[src/rtl/pc_fetch_pkg.sv]
// rtl/pc_fetch_pkg.sv - shared widths, reset address and fetch state encoding
package pc_fetch_pkg;
  localparam int PC_WIDTH = 32;
  localparam logic [PC_WIDTH-1:0] RESET_PC = 32'h0000_0000;

  typedef enum logic [1:0] {
    FETCH = 2'd0,
    FULL  = 2'd1,
    DRAIN = 2'd2
  } state_t;

  function automatic logic [PC_WIDTH-1:0] align_pc(input logic [PC_WIDTH-1:0] pc);
    return {pc[PC_WIDTH-1:2], 2'b00};
  endfunction
endpackage

[src/rtl/pc_fetch_out_reg.sv]
// rtl/pc_fetch_out_reg.sv - fetch result holding register with valid/ready handshake and flush
module pc_fetch_out_reg
  import pc_fetch_pkg::*;
(
  input  logic                clk,
  input  logic                reset,
  input  logic                flush,
  input  logic                load,
  input  logic [PC_WIDTH-1:0] in_pc,
  input  logic [PC_WIDTH-1:0] in_instr,
  input  logic [PC_WIDTH-1:0] in_pred_pc,
  input  logic                ready,
  output logic                valid,
  output logic [PC_WIDTH-1:0] pc,
  output logic [PC_WIDTH-1:0] instr,
  output logic [PC_WIDTH-1:0] pred_pc,
  output logic                free
);
  // Free means a load this cycle cannot overwrite unconsumed data.
  assign free = !valid || ready;

  always_ff @(posedge clk) begin
    if (!reset) begin
      valid   <= 1'b0;
      pc      <= '0;
      instr   <= '0;
      pred_pc <= '0;
    end else if (flush) begin
      valid <= 1'b0;
    end else if (load) begin
      valid   <= 1'b1;
      pc      <= in_pc;
      instr   <= in_instr;
      pred_pc <= in_pred_pc;
    end else if (ready) begin
      valid <= 1'b0;
    end
  end
endmodule

[src/rtl/pc_fetch.sv]
// rtl/pc_fetch.sv - fetch PC sequencer: imem request, predictor hook, redirect drain
// Build option PC_FETCH_PREDICT_EN takes next-PC from the branch predictor instead of pc+4.
module pc_fetch
  import pc_fetch_pkg::*;
(
  input  logic                clk,
  input  logic                reset,
  output logic [PC_WIDTH-1:0] bpu_current_pc,
  input  logic [PC_WIDTH-1:0] bpu_predicted_pc,
  input  logic                redirect_valid,
  input  logic [PC_WIDTH-1:0] redirect_pc,
  output logic                imem_req,
  output logic [PC_WIDTH-1:0] imem_addr,
  input  logic                imem_ack,
  input  logic [PC_WIDTH-1:0] imem_rdata,
  output logic                if_valid,
  output logic [PC_WIDTH-1:0] if_pc,
  output logic [PC_WIDTH-1:0] if_instr,
  output logic [PC_WIDTH-1:0] if_pred_pc,
  input  logic                if_ready
);
  state_t              state_q, state_d;
  logic [PC_WIDTH-1:0] pc_q, pc_d;
  logic [PC_WIDTH-1:0] drain_addr_q, drain_addr_d;
  logic [PC_WIDTH-1:0] next_pc;
  logic                load, flush, out_free;

`ifdef PC_FETCH_PREDICT_EN
  assign next_pc        = align_pc(bpu_predicted_pc);
  assign bpu_current_pc = pc_q;
`else
  logic unused_pred;
  assign unused_pred    = ^bpu_predicted_pc;
  assign next_pc        = pc_q + PC_WIDTH'(4);
  assign bpu_current_pc = '0;
`endif

  always_ff @(posedge clk) begin
    if (!reset) begin
      state_q      <= FETCH;
      pc_q         <= RESET_PC;
      drain_addr_q <= RESET_PC;
    end else begin
      state_q      <= state_d;
      pc_q         <= pc_d;
      drain_addr_q <= drain_addr_d;
    end
  end

  // An ack that finds the output register blocked is dropped without advancing
  // the PC; the same address is fetched again once decode drains the register.
  always_comb begin
    state_d      = state_q;
    pc_d         = pc_q;
    drain_addr_d = drain_addr_q;
    load         = 1'b0;
    flush        = 1'b0;
    unique case (state_q)
      FETCH: begin
        if (redirect_valid) begin
          flush = 1'b1;
          pc_d  = align_pc(redirect_pc);
          if (!imem_ack) begin
            state_d      = DRAIN;
            drain_addr_d = pc_q;
          end
        end else if (imem_ack) begin
          if (out_free) begin
            load = 1'b1;
            pc_d = next_pc;
          end else begin
            state_d = FULL;
          end
        end
      end
      FULL: begin
        if (redirect_valid) begin
          flush   = 1'b1;
          pc_d    = align_pc(redirect_pc);
          state_d = FETCH;
        end else if (out_free) begin
          state_d = FETCH;
        end
      end
      DRAIN: begin
        if (redirect_valid) begin
          flush = 1'b1;
          pc_d  = align_pc(redirect_pc);
        end
        if (imem_ack) state_d = FETCH;
      end
      default: state_d = FETCH;
    endcase
  end

  always_comb begin
    imem_req  = reset && (state_q == FETCH || state_q == DRAIN);
    imem_addr = (state_q == DRAIN) ? drain_addr_q : pc_q;
  end

  pc_fetch_out_reg u_out_reg (
    .clk        (clk),
    .reset      (reset),
    .flush      (flush),
    .load       (load),
    .in_pc      (pc_q),
    .in_instr   (imem_rdata),
    .in_pred_pc (next_pc),
    .ready      (if_ready),
    .valid      (if_valid),
    .pc         (if_pc),
    .instr      (if_instr),
    .pred_pc    (if_pred_pc),
    .free       (out_free)
  );
endmodule

[config.mk]
export PLATFORM = sky130hd
export DESIGN_NAME = pc_fetch
export DESIGN_NICKNAME = d
export VERILOG_FILES = /design/src/rtl/pc_fetch_pkg.sv /design/src/rtl/pc_fetch_out_reg.sv /design/src/rtl/pc_fetch.sv
export SDC_FILE = /design/constraint.sdc
export NUM_CORES = 1
export LEC_CHECK = 0
export ABC_AREA = 1
export BUFFER_PORTS_ARGS = -buffer_cell sky130_fd_sc_hd__buf_4
export CORE_MARGIN = 2
export CORE_UTILIZATION = 45
export CTS_CLUSTER_DIAMETER = 120
export CTS_CLUSTER_SIZE = 12
export DETAILED_ROUTE_END_ITERATION = 16
export GPL_ROUTABILITY_DRIVEN = 0
export PLACE_DENSITY = 0.74
export SLEW_MARGIN = 10
export SYNTH_ARGS = -nofsm -noshare
export SYNTH_HDL_FRONTEND = slang
export SYNTH_SLANG_ARGS = --single-unit
[constraint.sdc]
create_clock -name clk -period 2.2 [get_ports clk]
set_input_delay 0.33 -clock clk [delete_from_list [all_inputs] [get_ports clk]]
set_output_delay 0.33 -clock clk [all_outputs]
set_load 0.01 [all_outputs]
# Yosys cells after proc, flatten, opt, wreduce, memory -nomap -nowiden
# Cells that the tools add are included.
dict set report word_totals {
  regBits 163
  latch_bits 0
  mem_bits_rw 0
  mem_bits_ro 0
  in_bits 101
  output_inout_bits 162
  elab_cells 56
  memories 0
}
dict set report classes {
  n_addsub 1
  multipliers 0
  div 0
  magnitude_cmp 0
  n_eq_ne 9
  n_shift 0
  n_mux 22
  n_bitwise 3
  n_reduce_logical 14
}
# cell n
set ops {}
lappend ops {{$mux W32} 5}
lappend ops {{$pmux W32 S2} 1}
lappend ops {{$add A32 B3 Y32 const B} 1}
lappend ops {{$ne A3 B3 Y1 const B} 5}
lappend ops {{$mux W2} 7}
lappend ops {{$mux W1} 8}
lappend ops {{$pmux W2 S3} 1}
lappend ops {{$reduce_and A5 Y1} 1}
lappend ops {{$reduce_and A4 Y1} 1}
lappend ops {{$reduce_bool A2 Y1} 2}
lappend ops {{$reduce_or A2 Y1} 2}
lappend ops {{$not A1 Y1} 3}
lappend ops {{$reduce_and A3 Y1} 1}
lappend ops {{$reduce_or A3 Y1} 1}
lappend ops {{$eq A2 B1 Y1 const B} 1}
lappend ops {{$eq A2 B2 Y1 const B} 1}
lappend ops {{$logic_not A2 Y1} 1}
lappend ops {{$logic_or A1 B1 Y1} 2}
lappend ops {{$ne A2 B1 Y1 const B} 1}
lappend ops {{$ne A2 B2 Y1 const B} 1}
lappend ops {{$reduce_and A2 Y1} 1}
lappend ops {{$logic_and A1 B1 Y1} 1}
lappend ops {{$logic_not A1 Y1} 1}

# Depth between registers and ports, before layout
dict set report depth {
  depth_word 7
  ltp_mapped 10
}

# By module
# Synthesis repeated with hierarchy kept, for this count alone.
dict set report unflattened {
  hier_cells 1233
  hier_area_um2 8036.5
}
# mod n_inst cells_each area_each_um2 seq_area_each_um2
set by_module_without_submodules {}
lappend by_module_without_submodules {pc_fetch_out_reg 1 626 4111.4 1941.9}
lappend by_module_without_submodules {pc_fetch 1 607 3925.0 1241.2}

# Worst setup path after synthesis
# OpenSTA, ideal clock, no wires.
dict set report synth_timing {
  path_kind {reg-to-reg}
  from {register state_q[0]}
  to {register pc_q[30]}
  setup_time_ns 0.119
  arrival_time_ns 1.514
  required_time_ns 2.081
  slack_ns 0.566
  path_stages_with_launch 11
  n_path_buf 2
  period_less_slack_ns 1.634
  cell_sequence {dfxtp_1 > inv_1 > ha_1 > nor2_1 > nor2_1 > nor3_4 > inv_2 > buf_6 > buf_6 > a21oi_2 > a21oi_1}
}
dict set report synth_between {
  elab_chain_cells 4
  word_cells_on_any_way 10
}
# item line_no
set synth_lines {}
lappend synth_lines {{from (decl)} pc_fetch.sv:22} ;# state_t state_q, state_d;
lappend synth_lines {{from (signal assigned)} pc_fetch.sv:44} ;# state_q <= state_d;
lappend synth_lines {{$eq A2 B2 Y1 or $eq A2 B1 Y1 (tied branches)} pc_fetch.sv:58} ;# unique case (state_q)
lappend synth_lines {{$reduce_or A2 Y1 (no source line)} --}
lappend synth_lines {{$ne A2 B1 Y1 (no source line) or $reduce_bool A2 Y1 (tied branches)} --}
lappend synth_lines {{$reduce_and A4 Y1 (no source line)} --}
lappend synth_lines {{to (signal assigned)} pc_fetch.sv:45} ;# pc_q <= pc_d;
lappend synth_lines {{to (decl)} pc_fetch.sv:23} ;# logic [PC_WIDTH-1:0] pc_q, pc_d;
# Parallel ways exist; a longest one is shown, timed or not.
# A chain may end at the register's enable or synchronous reset.

# Final worst setup path
dict set report layout_timing {
  from {register state_q[0]}
  to {output port imem_addr[2]}
}
dict set report layout_between {
  elab_chain_cells 2
}
# item line_no
set layout_lines {}
lappend layout_lines {{$eq A2 B2 Y1} pc_fetch.sv:98} ;# imem_addr = (state_q == DRAIN) ? drain_addr_q : pc_q;
lappend layout_lines {{$mux W32} pc_fetch.sv:98}
lappend layout_lines {{to (decl)} pc_fetch.sv:13} ;# output logic [PC_WIDTH-1:0] imem_addr,
# Every way passes these cells.

==> metrics.md <==
| Metric | Value |
|---|---|
| Post-synth ARST share | 0% |
| Netlist Area Pre-Place | 0.00722 sq mm |
| Area contributors post-synth | dfxtp_1, o21ai_0, nand2_1 |
| H-tree depth | 4 |
| Flip-flop and latch area | 0.00310 sq mm |
| Maximum capacitance violations | 0 |
| Clk root buf | clkbuf_16 |
| Initial antenna violation count | 0 |
| Final hold vios | 0 |
| Sequential element share of the synthesized area | 43.0% |
| Final setup TNS | 0 ns |
| Yosys top cell by area | dfxtp_1 |
| Critical-path top delay cell | dfxtp_1 |
| Cell chain of the critical path | inv_2, ha_4, buf_12, o21ai_0, buf_4 |
| Die W | about 130 um |
| Largest net degree at the start of global routing | 55 |
| Slowest stage delay, CP | 0.39 ns |
| Top-area cell type share of the netlist area | 43.0% |
| Cells after synthesis | 1,010 |
| Worst EP arrival | 1.77 ns |
| Post-synth cell types | 31 |
| Global-route wire length before repair | about 32,000 um |
| Worst Path Max Fanout | 41 |
| Fin Hold WS | 0.117 ns |
| Worst-path clk slew | about 0.070 ns |
| IO buf count | 190 |
| Total grt overflow | 0 |
| DR iter-0 viols | around 560 |
| Hold Crit Class | input pin to flop |
| EDFF count, synth | 0 |
| CTS tree | yes |
| I/O pins | 263 |
| Post-route cell area | approximately 0.009 sq mm |
| Fmax | 477 MHz |
| Final worst path period need | approximately 2.1 ns |
| Status | finished clean |
| Std cell rows | 46 |
| Leak | 0.00434 uW |
| # DRC | 0 |
| Final worst slack | 0.103 ns |
| Area of the die | 0.0171 sq mm |
| # diodes | 0 |
| Vias in the first global route | 6,377 |
| Critical R2R Launch | state_q[1]$_SDFFE_PN0P_ |
| Tot GR Track Use | 23.9% |
| Most frequent cells after synthesis | o21ai_0, nand2_1, nor2_1 |
| Placed Area | 0.00867 sq mm |
| Worst Path Required | 1.87 ns |
| Routed Antenna Nets | 0 |
| Sink Count | 155 |
| Yosys warns | 0 |
| Hold endpoint | u_out_reg.instr[24]$_SDFFE_PN0P_ |
| Share of layout cells above drive strength 1 | a little under a quarter |
| Area grow syn2layout | 27.9% |
| Initial core utilization | a little under half |
| R2R depth | 8 |
| Placeable Area | 0.0158 sq mm |
| Routed wire length | 20,200 um |
| DIE HEIGHT | 131 um |
| Hold_buf cts | 0 |
| Hold path start | imem_rdata[24] |
| Critical path launch point type | flop |
| Worst-skew pair later-pin latency | ~0.43 ns |
| Syn avg cell area | 7.15 sq um |
| Cts bufs inserted | 17 |
| FF-to-FF End | pc_q[18]$_SDFFE_PN0P_ |
| Area of the multi-input gates | 0.00342 sq mm |
| CP Class | flop to output port |
| Setup violators final | 0 |
| Post-DR vias/cell | around 5.0 |
| Worst rel slew slack | ~58% |
| R2r setup slk | 0.24 ns |
| RSZ-0062 raised after global routing | no |
| First-pass DRT Iterations | 5 |
| Max clock buf depth | 2 |
| Final period utilization | 95.3% |
| Final clock skew | between 0.007 and 0.008 ns |
| Routed wire per std cell | 14.4 um |
| Nets@finish | roughly 1,300 |
| Detailed Place HPWL | roughly 14,000 um |
| Count leader, synth | o21ai_0 |
| Top_reg_cell synth | dfxtp_1 |
| Maximum VDD drop | 614 uV |
| # fillers | around 1,500 |
| #FFs+latches synth | roughly 160 |
| Type of destination of the critical path | output port |
| Hold depth | 3 |
| Final Max Slew Viols | 0 |
| DP Worst Slack | around 0.28 ns |
| Worst Max-Slew Pin Slew | 0.632 ns |
| Via count | between 6,000 and 7,000 |
| PD cells | 963 mW/mm^2 |
==> stage by stage <==
stage                     total power [uW]  std cells  utilization (%)
after floorplan                       5130       1047                -
after global placement                6180       1368             55.0
after detailed placement              6210       1368             55.0
after CTS                             8950       1400             58.4
after global routing                  9430       1401             58.6
final                                 8890       1401             58.6
==> what timing repair did <==
item | 4_1_cts | 5_1_grt
gates resized for setup | 1 | 4
setup buffers | 0 | 0
setup endpoints to repair | 31 | 27
cloned | 0 | 1
==> layout by cell type, fill, tap and decap left out, types with 7 or more instances in the layout <==
| cell | n |
|---|---|
| xor2_1 | 14 |
| conb_1 | 38 |
| nand2_1 | 168 |
| a21oi_1 | 89 |
| nor2_2 | 7 |
| a21oi_2 | 9 |
| o21ai_0 | 174 |
| o21bai_1 | 17 |
| clkbuf_16 | 17 |
| nor2_1 | 154 |
| inv_1 | 60 |
| nand3_1 | 19 |
| buf_4 | 208 |
| dfxtp_1 | 155 |
==> critical path: cells and delay by family (launching register included) <==
| kind | cells | cell delay (ns) |
|---|---|---|
| AOI/OAI and AO/OA | 1 | 0.27 |
| adders and majority gates | 1 | 0.22 |
| buffers and inverters | 3 | 0.44 |
| DFF | 1 | 0.39 |
==> layout make-up <==
class                   count  area share [%]
clock buffers              17            4.61
clock inverters            15            1.30
inverters                  67            2.76
multi-input cells         718            37.0
flip-flops and latches    155            33.6
well taps                 216            2.93
repair buffers            212            17.8
repair inverters            1          0.0542
==> layer usage <==
layer / track usage (%) / up-vias / share of wire (%)
met5: 0 / - / 0
met4: 7.07 / 0 / 1.5
met3: 7.41 / 22 / 8.2
met2: 39.0 / 256 / 47
met1: 30.6 / 3164 / 43
li1: - / 3505 / -
==> sequential cells by signal (all words and copies together), names as in the netlist <==
name	count
state_q	2
u_out_reg.valid	1
u_out_reg.instr	32
u_out_reg.pc	30
drain_addr_q	30
u_out_reg.pred_pc	30
pc_q	30
==> worst max path at each step <==
stage | from | end | depth (start not counted)
after floorplan | state_q[0]$_SDFFE_PN0P_ | pc_q[30]$_SDFFE_PN0P_ | 10
after global placement | state_q[0]$_SDFFE_PN0P_ | imem_req | 5
after detailed placement | state_q[0]$_SDFFE_PN0P_ | pc_q[27]$_SDFFE_PN0P_ | 8
after CTS | state_q[0]$_SDFFE_PN0P_ | imem_addr[30] | 5
after global routing | state_q[0]$_SDFFE_PN0P_ | imem_addr[30] | 6
final | state_q[0]$_SDFFE_PN0P_ | imem_addr[2] | 5
==> power breakdown <==
part	internal, uW	switching, uW	total, uW
Sequential	3230	315	3540
Clock	1460	1260	2720
Combinational	1060	1580	2630
==> cells by family after synthesis <==
family	count (synthesis)	synth area share, %
AO/OA/AOI/OAI	299	22.1
XOR/XNOR	15	1.82
adder cells (fa/ha/maj)	5	0.866
buffers and inverters	174	12.0
flip-flops	155	43.0
other	1	0.0519
AND/OR/NAND/NOR	361	20.3
Power figures use the tool's default switching activity.
